$ cat config.mk
export PLATFORM = sky130hd
export DESIGN_NAME = divide_6_seq
export DESIGN_NICKNAME = d
export VERILOG_FILES = /design/src/rtl/divide_6_seq_pkg.sv /design/src/rtl/divide_6_seq_mod6_step.sv /design/src/rtl/divide_6_seq.sv
export SDC_FILE = /design/constraint.sdc
export NUM_CORES = 1
export LEC_CHECK = 0
export BUFFER_PORTS_ARGS = -buffer_cell sky130_fd_sc_hd__buf_4
export CORE_MARGIN = 2
export CORE_UTILIZATION = 45
export CTS_BUF_LIST = sky130_fd_sc_hd__clkbuf_2 sky130_fd_sc_hd__clkbuf_4 sky130_fd_sc_hd__clkbuf_8
export DETAILED_ROUTE_END_ITERATION = 12
export GPL_ROUTABILITY_DRIVEN = 0
export GPL_TIMING_DRIVEN = 0
export PLACE_DENSITY = 0.72
export SYNTH_ARGS = -nofsm -noshare
export SYNTH_HDL_FRONTEND = slang
export SYNTH_SLANG_ARGS = --single-unit
$ cat constraint.sdc
create_clock -name clk -period 3.93 [get_ports clk]
set_input_delay 0.1965 -clock clk [delete_from_list [all_inputs] [get_ports clk]]
set_output_delay 0.1965 -clock clk [all_outputs]
set_load 0.01 [all_outputs]
$ cat src/rtl/divide_6_seq_pkg.sv
// Shared definitions for the bit-serial divide-by-6 block.
// Holds the state encoding and the remainder width used by the step logic.
package divide_6_seq_pkg;

  typedef enum logic [1:0] {
    IDLE  = 2'd0,
    SHIFT = 2'd1,
    DONE  = 2'd2
  } state_t;

  localparam int DIVISOR = 6;
  localparam int REM_W   = 3;

endpackage

$ cat src/rtl/divide_6_seq_mod6_step.sv
// One restoring-division step by 6: folds one dividend bit into a 0..5 remainder.
// Reusable by the combinational divisibility checkers as a single stage.
module mod6_step
  import divide_6_seq_pkg::*;
(
  input  logic [REM_W-1:0] r_in,
  input  logic             bit_in,
  output logic [REM_W-1:0] r_out,
  output logic             q_bit
);

  localparam logic [REM_W:0]   DIV_WIDE = DIVISOR[REM_W:0];
  localparam logic [REM_W-1:0] DIV_NARR = DIVISOR[REM_W-1:0];

  logic [REM_W:0] t;

  // For t in 6..11 the low three bits minus 6 (mod 8) give exactly t-6.
  always_comb begin
    t     = {r_in, bit_in};
    q_bit = (t >= DIV_WIDE);
    r_out = q_bit ? (t[REM_W-1:0] - DIV_NARR) : t[REM_W-1:0];
  end

endmodule

$ cat src/rtl/divide_6_seq.sv
// Bit-serial unsigned divider by 6: accepts a dividend, shifts it MSB-first
// through a mod-6 step for WIDTH cycles, then presents quotient/remainder.
//
// state | meaning
// IDLE  | waiting for a dividend, in_ready high
// SHIFT | one dividend bit consumed per clock
// DONE  | result presented until out_ready
module divide_6_seq
  import divide_6_seq_pkg::*;
#(
  parameter int WIDTH = 8
) (
  input  logic             clk,
  input  logic             rst_n,
  input  logic             in_valid,
  output logic             in_ready,
  input  logic [WIDTH-1:0] dividend,
  output logic             out_valid,
  input  logic             out_ready,
  output logic [WIDTH-1:0] quotient,
  output logic [2:0]       remainder,
  output logic             divisible
);

  localparam int CNT_W = (WIDTH > 2) ? $clog2(WIDTH) : 1;
  localparam logic [CNT_W-1:0] CNT_LOAD = CNT_W'(WIDTH - 1);

  state_t state_q, state_d;

  logic [WIDTH-1:0] shift_q;
  logic [WIDTH-1:0] quot_q;
  logic [CNT_W-1:0] cnt_q;
  logic [REM_W-1:0] rem_q;
  logic             div_q;

  logic [REM_W-1:0] r_next;
  logic             q_bit;
  logic             accept;
  logic             last_step;

  mod6_step u_step (
    .r_in  (rem_q),
    .bit_in(shift_q[WIDTH-1]),
    .r_out (r_next),
    .q_bit (q_bit)
  );

  always_ff @(posedge clk or negedge rst_n) begin
    if (!rst_n) state_q <= IDLE;
    else        state_q <= state_d;
  end

  always_comb begin
    state_d   = state_q;
    in_ready  = 1'b0;
    out_valid = 1'b0;
    accept    = 1'b0;
    last_step = 1'b0;
    case (state_q)
      IDLE: begin
        in_ready = 1'b1;
        accept   = in_valid;
        if (in_valid) state_d = SHIFT;
      end
      SHIFT: begin
        last_step = (cnt_q == '0);
        if (cnt_q == '0) state_d = DONE;
      end
      DONE: begin
        out_valid = 1'b1;
        if (out_ready) state_d = IDLE;
      end
      default: state_d = IDLE;
    endcase
  end

  // Result registers keep the last answer through IDLE until the next dividend.
  always_ff @(posedge clk or negedge rst_n) begin
    if (!rst_n) begin
      shift_q <= '0;
      quot_q  <= '0;
      cnt_q   <= '0;
      rem_q   <= '0;
      div_q   <= 1'b0;
    end else if (accept) begin
      shift_q <= dividend;
      rem_q   <= '0;
      cnt_q   <= CNT_LOAD;
    end else if (state_q == SHIFT) begin
      shift_q <= {shift_q[WIDTH-2:0], 1'b0};
      quot_q  <= {quot_q[WIDTH-2:0], q_bit};
      rem_q   <= r_next;
      if (last_step) div_q <= (r_next == '0);
      else           cnt_q <= cnt_q - CNT_W'(1);
    end
  end

  assign quotient  = quot_q;
  assign remainder = rem_q;
  assign divisible = div_q;

endmodule

==> impl_metrics.yaml <==
outcome:
  status: "finished, final reports clean"
power_and_ir_drop:
  clkPwrFrac: 0.103
  ir_drop_v: 0.000404
  p_switching_uw: 413
  power_density_nw_per_um2: 771
  p_leak_nw: 0.713
  intPower_uw: 694
  pwr-share-comb: 0.479
  p_seq_frac: 0.418
  swShare: 0.373
route:
  post_drt_wl_per_cell_um: 14.6
  ant_nets: 0
  dr_total_vias: 886
  drt_wl_total_um: 2410
  first_pass_iters: 4
  drt-initial-drc-count: 28
  vias_per_cell: 5.37
  drc: 0
yosys:
  syn_inst: 105
  synth_area_um2: 1170
  ys_seq_area_frac: 0.533
  synth_cell_types: 25
  syn_area_per_cell_um2: 11.2
  yosys_register_bits: 25
  synth_nets: 119
  yosysWarnings: 0
floorplanning:
  coreArea_um2: 2480
  fp-row-count: 18
  dieArea_um2: 3030
  die_w_um: 55.1
  die_h_um: 55.1
  start_util: 0.474
  io_pins: 26
sta:
  setup_viol: 0
  maxSlewHeadroom: 0.741
  rsz0062_at_grt: "false"
  fmax_mhz: 599
  fin_crit_ns: 1.67
  finalSetupTns_ns: 0
  period_share: 0.425
  worst_slack_ns: 2.26
  final_hold_viol_count: 0
  skew_ns: 0.00523
  hold_slack_ns: 0.0564
  worst_pin_slew_ns: 0.387
  maxSlewViolCount: 0
clock_network:
  clk_latency_ns: 0.31
  clock-sinks: 25
  cts_tree: "yes"
  cts_inserted_buffers: 3
  clkTransAtPathRegs_ns: 0.13
  cts_buffer_depth: 2
  cts_setup_buffers: 0
  cts_root_buffer: "clkbuf_4"
  htree_num_levels: 1
global_routing:
  grt_max_degree: 26
  grt_pass1_wl_um: 3550
  antenna_found_initial: 0
  grt_usage: 0.170
  grt-ovfl-total: 0
  grt_pass1_vias: 780
setup_path:
  cp-startpoint: "state_q[1]"
  worstSetupPathType: "reg -> out"
  crit_required_ns: 3.73
  regToRegStartpoint: "cnt_q[0]"
  worstSetupEndpointType: "output port"
  startpoint_type: "register"
  cp_max_fo: 10
  arrival_ns: 1.47
final_layout:
  drive_gt1_frac: 0.319
  utilization: 0.580
  syn2layout_area_growth_pct: 22.4
  fin_nets: 150
  antenna_cells: 0
placed_design:
  io_buffer_count: 25
  place_ws_ns: 2.56
  hpwl_um: 1710
worst_hold_path:
  hp-start: "out_ready"
  worstHoldPathType: "in -> reg"
flow_run:
  maxCapViolations: 0
-- cells in the final DEF (no fill, tap or decap), types with 5 or more instances in the layout --
master,n
dfrtp_1,25
buf_4,25
o21ai_0,10
a22oi_1,9
inv_1,6
nand2_1,6
nor2b_1,6
mux2_2,5
nand2b_1,5
a21oi_1,5
-- worst max-delay path, stage by stage, from the launching register on --
cell	delay [ns]
dfrtp_1	0.51
clkbuf_1	0.35
nand2_1	0.13
inv_1	0.07
buf_4	0.11
-- per-layer routing --
layer  vias to the layer above  track usage  routed length (um)
met5                         -            0                   0
met4                         0       0.0691                  14
met3                         2       0.0242                 118
met2                        26        0.268                1130
met1                       424        0.234                1140
li1                        434            -                   -
-- cells in the mapped netlist --
master,n,area [um2]
dfrtp_1,25,626
o21ai_0,10,50.1
a22oi_1,9,67.6
inv_1,6,22.5
nand2_1,6,22.5
nor2b_1,6,37.5
a21oi_1,5,25.0
mux2_2,5,56.3
nand2b_1,5,31.3
a22o_1,3,26.3
mux2_4,3,45.0
mux2i_1,3,30.0
nor2_1,3,11.3
buf_2,2,10.0
buf_6,2,22.5
ha_1,2,25.0
nand3_1,2,10.0
a31oi_1,1,6.26
a32o_1,1,10.0
clkbuf_1,1,3.75
nand2_2,1,6.26
nor2b_2,1,8.76
o21bai_1,1,7.51
o22ai_1,1,6.26
or3_1,1,6.26
-- state kept, by name, indices dropped and copies added, names as in the netlist --
name and count:
quotient 8, remainder 3, divisible 1, state_q 2, shift_q 8, cnt_q 3
-- timing repair --
action / 4_1_cts / 5_1_grt
endpoints found under the hold margin: 25 / 0
hold buffers: 1 / 0
gates resized for setup: 0 / 0
setup endpoints to repair: 0 / 0
-- final cells by class --
type | instances | area [um2]
Fill cell | 221 | 1040
Sequential cell | 25 | 626
Multi-Input combinational cell | 69 | 489
Timing Repair Buffer | 26 | 198
Tap cell | 30 | 37.5
Buffer | 5 | 36.3
Clock buffer | 3 | 22.5
Inverter | 6 | 22.5
Clock inverter | 1 | 5.00
-- logic make-up (layout without fill, tap and decap cells) --
logic type	count (synthesis)	in the layout	synth area share
multiplexers	11	11	0.112
AND/OR/NAND/NOR	25	25	0.114
buffers and inverters	11	41	0.0501
AO/OA/AOI/OAI	31	31	0.170
flip-flops	25	25	0.533
adder cells (fa/ha/maj)	2	2	0.0213
-- path summary, 6_finish.rpt --
kind / to / slack, ns / cells past startpoint
worst max-delay path: out_valid / 2.26 / 4
worst min-delay path: state_q[1] / 0.06 / 2
worst max register to register: divisible / 2.56 / 5
worst min register to register: shift_q[1] / 0.51 / 2
max in group asynchronous: remainder[1] / 3.36 / 2
min in group asynchronous: quotient[1] / 0.32 / 2
-- power groups by stage --
stage          registers, mW  logic, mW  clock network (mW)
6_report               0.463      0.530               0.114
3_3_place_gp           0.459      0.517                   0
3_5_place_dp           0.469      0.534                   0
2_1_floorplan          0.471      0.335                   0
5_1_grt                0.478      0.589               0.127
4_1_cts                0.463      0.536               0.118
-- stage by stage --
stage,std cells,power [mW],instance area [um2]
floorplan,105,0.807,1170
global route,165,1.19,1440
finish,165,1.11,1440
global placement,160,0.976,1400
CTS,165,1.12,1440
detailed placement,160,1.00,1400
Note: power is estimated with default switching activity, not from simulation.
